===== src/rtl/arb_req_agent.sv =====
// arb_req_agent: per-channel pending counters feeding a priority arbiter.
// Optional starvation detection is enabled by defining ARB_REQ_TIMEOUT_EN.
module arb_req_agent #(
   parameter int CNT_W = 3,
   parameter int COOL  = 2,
   parameter int TMO   = 16
) (
   input  logic       clk,
   input  logic       resetn,
   input  logic [3:0] push,
   output logic [3:0] full,
   output logic [3:0] req,
   input  logic [3:0] grant,
   input  logic       vld,
   output logic [3:0] issue,
   output logic [3:0] ovf,
   output logic       err,
   output logic [3:0] starve
);

   localparam int CW = (COOL > 0) ? $clog2(COOL + 1) : 1;
   localparam logic [CNT_W-1:0] PMAX = '1;
   localparam logic [CW-1:0] COOL_V = CW'(COOL);

   logic [3:0][CNT_W-1:0] pend_q, pend_d;
   logic [3:0][CW-1:0]    cool_q, cool_d;
   logic [3:0]            issue_q, issue_d;
   logic [3:0]            ovf_q, ovf_d;
   logic                  err_q, err_d;
   logic                  one_hot;
   logic                  legal;
   logic [3:0]            gnt_v;

   // request and full flags derived from registered state only
   always_comb begin
      req  = '0;
      full = '0;
      for (int i = 0; i < 4; i++) begin
         req[i]  = (pend_q[i] != '0) && (cool_q[i] == '0);
         full[i] = (pend_q[i] == PMAX);
      end
   end

   // qualify the arbiter grant: one-hot and aimed at a requesting channel
   always_comb begin
      one_hot = (grant != 4'd0) && ((grant & (grant - 4'd1)) == 4'd0);
      legal   = vld && one_hot && ((grant & req) != 4'd0);
      gnt_v   = legal ? grant : 4'd0;
   end

   // next-state for counters, cooldowns and sticky flags
   always_comb begin
      pend_d  = pend_q;
      cool_d  = cool_q;
      ovf_d   = ovf_q;
      err_d   = err_q | (vld & ~legal);
      issue_d = gnt_v;
      for (int i = 0; i < 4; i++) begin
         if (gnt_v[i] && !push[i]) begin
            if (pend_q[i] != '0) pend_d[i] = pend_q[i] - 1'b1;
         end else if (push[i] && !gnt_v[i]) begin
            if (pend_q[i] == PMAX) ovf_d[i] = 1'b1;
            else pend_d[i] = pend_q[i] + 1'b1;
         end
         if (gnt_v[i]) cool_d[i] = COOL_V;
         else if (cool_q[i] != '0) cool_d[i] = cool_q[i] - 1'b1;
      end
   end

   // state registers
   always_ff @(posedge clk or negedge resetn) begin
      if (!resetn) begin
         pend_q  <= '0;
         cool_q  <= '0;
         issue_q <= '0;
         ovf_q   <= '0;
         err_q   <= 1'b0;
      end else begin
         pend_q  <= pend_d;
         cool_q  <= cool_d;
         issue_q <= issue_d;
         ovf_q   <= ovf_d;
         err_q   <= err_d;
      end
   end

   assign issue = issue_q;
   assign ovf   = ovf_q;
   assign err   = err_q;

`ifdef ARB_REQ_TIMEOUT_EN
   localparam int WW = (TMO > 1) ? $clog2(TMO + 1) : 1;
   localparam logic [WW-1:0] TMO_V = WW'(TMO);

   logic [3:0][WW-1:0] wait_q, wait_d;
   logic [3:0]         starve_q, starve_d;

   // count cycles spent requesting without being served
   always_comb begin
      wait_d   = wait_q;
      starve_d = starve_q;
      for (int i = 0; i < 4; i++) begin
         if (req[i] && !gnt_v[i]) begin
            if (wait_q[i] != TMO_V) wait_d[i] = wait_q[i] + 1'b1;
         end else begin
            wait_d[i] = '0;
         end
         if (wait_d[i] == TMO_V) starve_d[i] = 1'b1;
      end
   end

   // wait counters and sticky starvation flags
   always_ff @(posedge clk or negedge resetn) begin
      if (!resetn) begin
         wait_q   <= '0;
         starve_q <= '0;
      end else begin
         wait_q   <= wait_d;
         starve_q <= starve_d;
      end
   end

   assign starve = starve_q;
`else
   assign starve = 4'b0000;
`endif

endmodule


===== config.mk =====
export PLATFORM = sky130hd
export DESIGN_NAME = arb_req_agent
export DESIGN_NICKNAME = d
export VERILOG_FILES = /design/src/rtl/arb_req_agent.sv
export SDC_FILE = /design/constraint.sdc
export NUM_CORES = 1
export LEC_CHECK = 0
export CAP_MARGIN = 20
export CELL_PAD_IN_SITES_DETAIL_PLACEMENT = 0
export CELL_PAD_IN_SITES_GLOBAL_PLACEMENT = 1
export CORE_UTILIZATION = 25
export CTS_CLUSTER_SIZE = 24
export DETAILED_ROUTE_END_ITERATION = 8
export DONT_BUFFER_PORTS = 1
export PLACE_DENSITY = 0.48
export SETUP_SLACK_MARGIN = 0.4
export SYNTH_ARGS = -nofsm -noshare
export SYNTH_HDL_FRONTEND = slang
export SYNTH_SLANG_ARGS = --single-unit

===== constraint.sdc =====
create_clock -name clk -period 4.25 [get_ports clk]
set_input_delay 0.85 -clock clk [delete_from_list [all_inputs] [get_ports clk]]
set_output_delay 0.85 -clock clk [all_outputs]
set_load 0.1 [all_outputs]

==> flow_metrics.tcl <==
set metrics [dict create \
    outcome "finished, final reports clean" \
    place_area_um2 1730 \
    clk_latency_ns 0.28 \
    cts_hold_buf 0 \
    grt_max_degree 30 \
    tns_ns 0 \
    cts_tree "done" \
    finClkSkew_ns 0.00442 \
    power_density_nw_per_um2 836 \
    ios 32 \
    syn_area_um2 1660 \
    clockRootBuffer "clkbuf_8" \
    seq_area_um2 726 \
    async_flop_share_pct 100 \
    fin_crit_ns 2.82 \
    gr-usage-all-layers_pct 11.1 \
    core.rowCount 29 \
    period_share_pct 66.3 \
    drive_gt1_share_pct 12.0 \
    grt_pass1_vias 1250 \
    grt-ovfl-total 0 \
    path_buf_inv 2 \
    synthTopCellsByArea "dfrtp_1 (44%), inv_1 (5.2%), fa_1 (4.8%)" \
    diodes 0 \
    p_sw_w 0.000803 \
    rsz0062_at_grt "false" \
    crit_chain "inv_1, ha_1, o311ai_0, or4_4, clkinv_4, nand2b_4, fa_1, o31ai_1, a21oi_2" \
    fillers 675 \
    routedWlPerCell_um 14.6 \
    sw_frac_of_total_pct 53.1 \
    relSlewSlack_pct 28.4 \
    ir_worst_vdd_v 0.000419 \
    multiInputGateArea_um2 816 \
    stdcell_area_um2 1810 \
    syn_to_final_growth_pct 9.15 \
    grtUsageMet1_pct 12.8 \
    initial_core_util_pct 25.9 \
    final_cell_count_no_fill 243 \
    synth_top_cell_by_area "dfrtp_1" \
    h-tree-depth 2 \
    hold_viol_final 0 \
    use_met2_pct 18.5 \
    avgSynthCellArea_um2 10.3 \
    die_w_um 83.4 \
    reg2regPathDepth 9 \
    ys_dominant_reg_cell "dfrtp_1" \
    final_antenna_net_count 0 \
    finalMaxSlewViolations 0 \
    yosysWarnings 0 \
    cpPeakStageDelay_ns 0.62 \
    seqPwrFrac_pct 31.4 \
    synth_edf_count 0 \
    synth-seq-area-share_pct 43.8 \
    cp.arrival_ns 2.98 \
    syn_inst 161 \
    die_h_um 83.4 \
    worst-path-max-fanout 5 \
    drtIter0Drc 53 \
    p_int_w 0.000708 \
    grt-busiest-layer "met2" \
    hpwl_um 2660 \
    cts_setup_buffers 0 \
    grt_pass1_wl_um 5980 \
    cts_buffers 5 \
    synth-seq-cells 29 \
    core-area_um2 6390 \
    vias_per_cell 4.88 \
    p_leak_nw 0.835 \
    worstSetupPathType "flop to flop" \
    wl_um 3540 \
    tightest_slew_ns 1.07 \
    startpoint_type "flop" \
    max_freq_ghz 0.355 \
    routabilityCongestion 0.772 \
    synthTopCellsByCount "dfrtp_1 (29), inv_1 (23), nand2_1 (10)" \
    critical-path-top-delay-family "compound AO/OA/AOI/OAI gates" \
    synth_cell_types 45 \
    maxCapViolations 0 \
    drcViolationCount 0 \
    setup_viol 0 \
    place_inst 237 \
    worst-path-stages 9 \
    portBuffers 0 \
    fin_nets 186 \
    via_count 1185 \
    cts.sinks 29 \
    dieArea_um2 6950 \
    cts_max_path_buffers 2 \
    power_frac_clock_pct 13.7 \
    drt-pass1-iter-count 4 \
    required_ns 4.41 \
    crit_path_end_kind "flop" \
    synth_most_common_cell "dfrtp_1" \
    hold_ws_ns 0.263 \
    p_comb_share_pct 55.0 \
    power_w 0.00151 \
    yosys.area.top_type_share_pct 43.8 \
    cp_slowest_cell "or4_4" \
    grt_antenna_before_repair 0 \
    post_cts_resized 0 \
    path_clk_slew_ns 0.06 \
    hp-class "input pin to async pin" \
    grtUsageMet3_pct 3.98 \
]
-- path summary, 6_finish.rpt --
path | startpoint | to | slack, ns
min in group clk | cool_q[7]$_DFFE_PN0P_ | cool_q[7]$_DFFE_PN0P_ | 0.50
worst max register to register | cool_q[2]$_DFFE_PN0P_ | pend_q[5]$_DFFE_PN0P_ | 1.43
max in group asynchronous | resetn | pend_q[1]$_DFFE_PN0P_ | 3.91
worst max-delay path | cool_q[2]$_DFFE_PN0P_ | pend_q[5]$_DFFE_PN0P_ | 1.43
worst min-delay path | resetn | issue[1]$_DFF_PN0_ | 0.26
worst min register to register | cool_q[7]$_DFFE_PN0P_ | cool_q[7]$_DFFE_PN0P_ | 0.50
-- worst reg2reg max path, delay by kind of cell (launching register included) --
family / cells / cell delay (ns)
buffers and inverters: 2 / 0.17
flip-flops: 1 / 0.39
adder cells (fa/ha/maj): 2 / 0.71
AO/OA/AOI/OAI: 3 / 0.76
AND/OR/NAND/NOR: 2 / 0.69
-- final cells by class --
class,instances,area share [%]
multi-input cells,107,45.2
clock buffers,5,3.81
inverters,24,5.26
well taps,77,5.33
clock inverters,1,0.277
flip-flops and latches,29,40.2
-- layout by cell type, fill, tap and decap left out, types with 2 or more instances in the layout --
cell type / instances
a211oi_1: 2
a21oi_1: 4
a31o_2: 2
a31oi_1: 3
a32oi_1: 4
and3_1: 2
clkbuf_8: 5
conb_1: 4
dfrtp_1: 29
fa_1: 4
ha_1: 4
inv_1: 23
mux2_2: 2
mux2i_1: 2
nand2_1: 10
nand2b_1: 3
nand2b_2: 2
nand3_1: 6
nor2_1: 6
nor3b_1: 3
o211ai_1: 2
o21ai_0: 6
o21bai_1: 2
o311ai_0: 4
o31a_1: 4
or3_1: 3
or3b_1: 2
xor2_1: 5
-- flip-flops by register name, summed over array words and instances, names as in the netlist --
register / cells
issue: 4
pend_q: 12
ovf: 4
err: 1
cool_q: 8
-- through the flow --
step                      util (%)  setup WS (ns)
final                         28.3           1.43
after global routing          28.3           1.24
after CTS                     28.3           1.44
after detailed placement      27.1           1.25
after global placement        27.1           1.28
after floorplan                  -           1.45
-- power groups by stage --
stage	sequential (W)	combinational [W]	clock, W
CTS	0.000474	0.000837	0.000222
floorplan	0.000457	0.000741	0
detailed placement	0.000478	0.000829	0
global placement	0.000474	0.000811	0
global route	0.000490	0.000906	0.000226
finish	0.000474	0.000831	0.000206
-- cell families after synthesis --
logic type	synth area share [%]
AND/OR/NAND/NOR	17.0
AO/OA/AOI/OAI	18.3
flip-flops	43.8
buffers and inverters	7.56
adder cells (fa/ha/maj)	7.86
XOR/XNOR	2.65
multiplexers	2.57
other	0.227
-- routing by layer --
layer / wire (um) / up-vias
li1: - / 575
met1: 1520 / 563
met2: 1710 / 39
met3: 246 / 8
met4: 65 / 0
met5: 0 / -
Note: power is estimated with default switching activity, not from simulation.
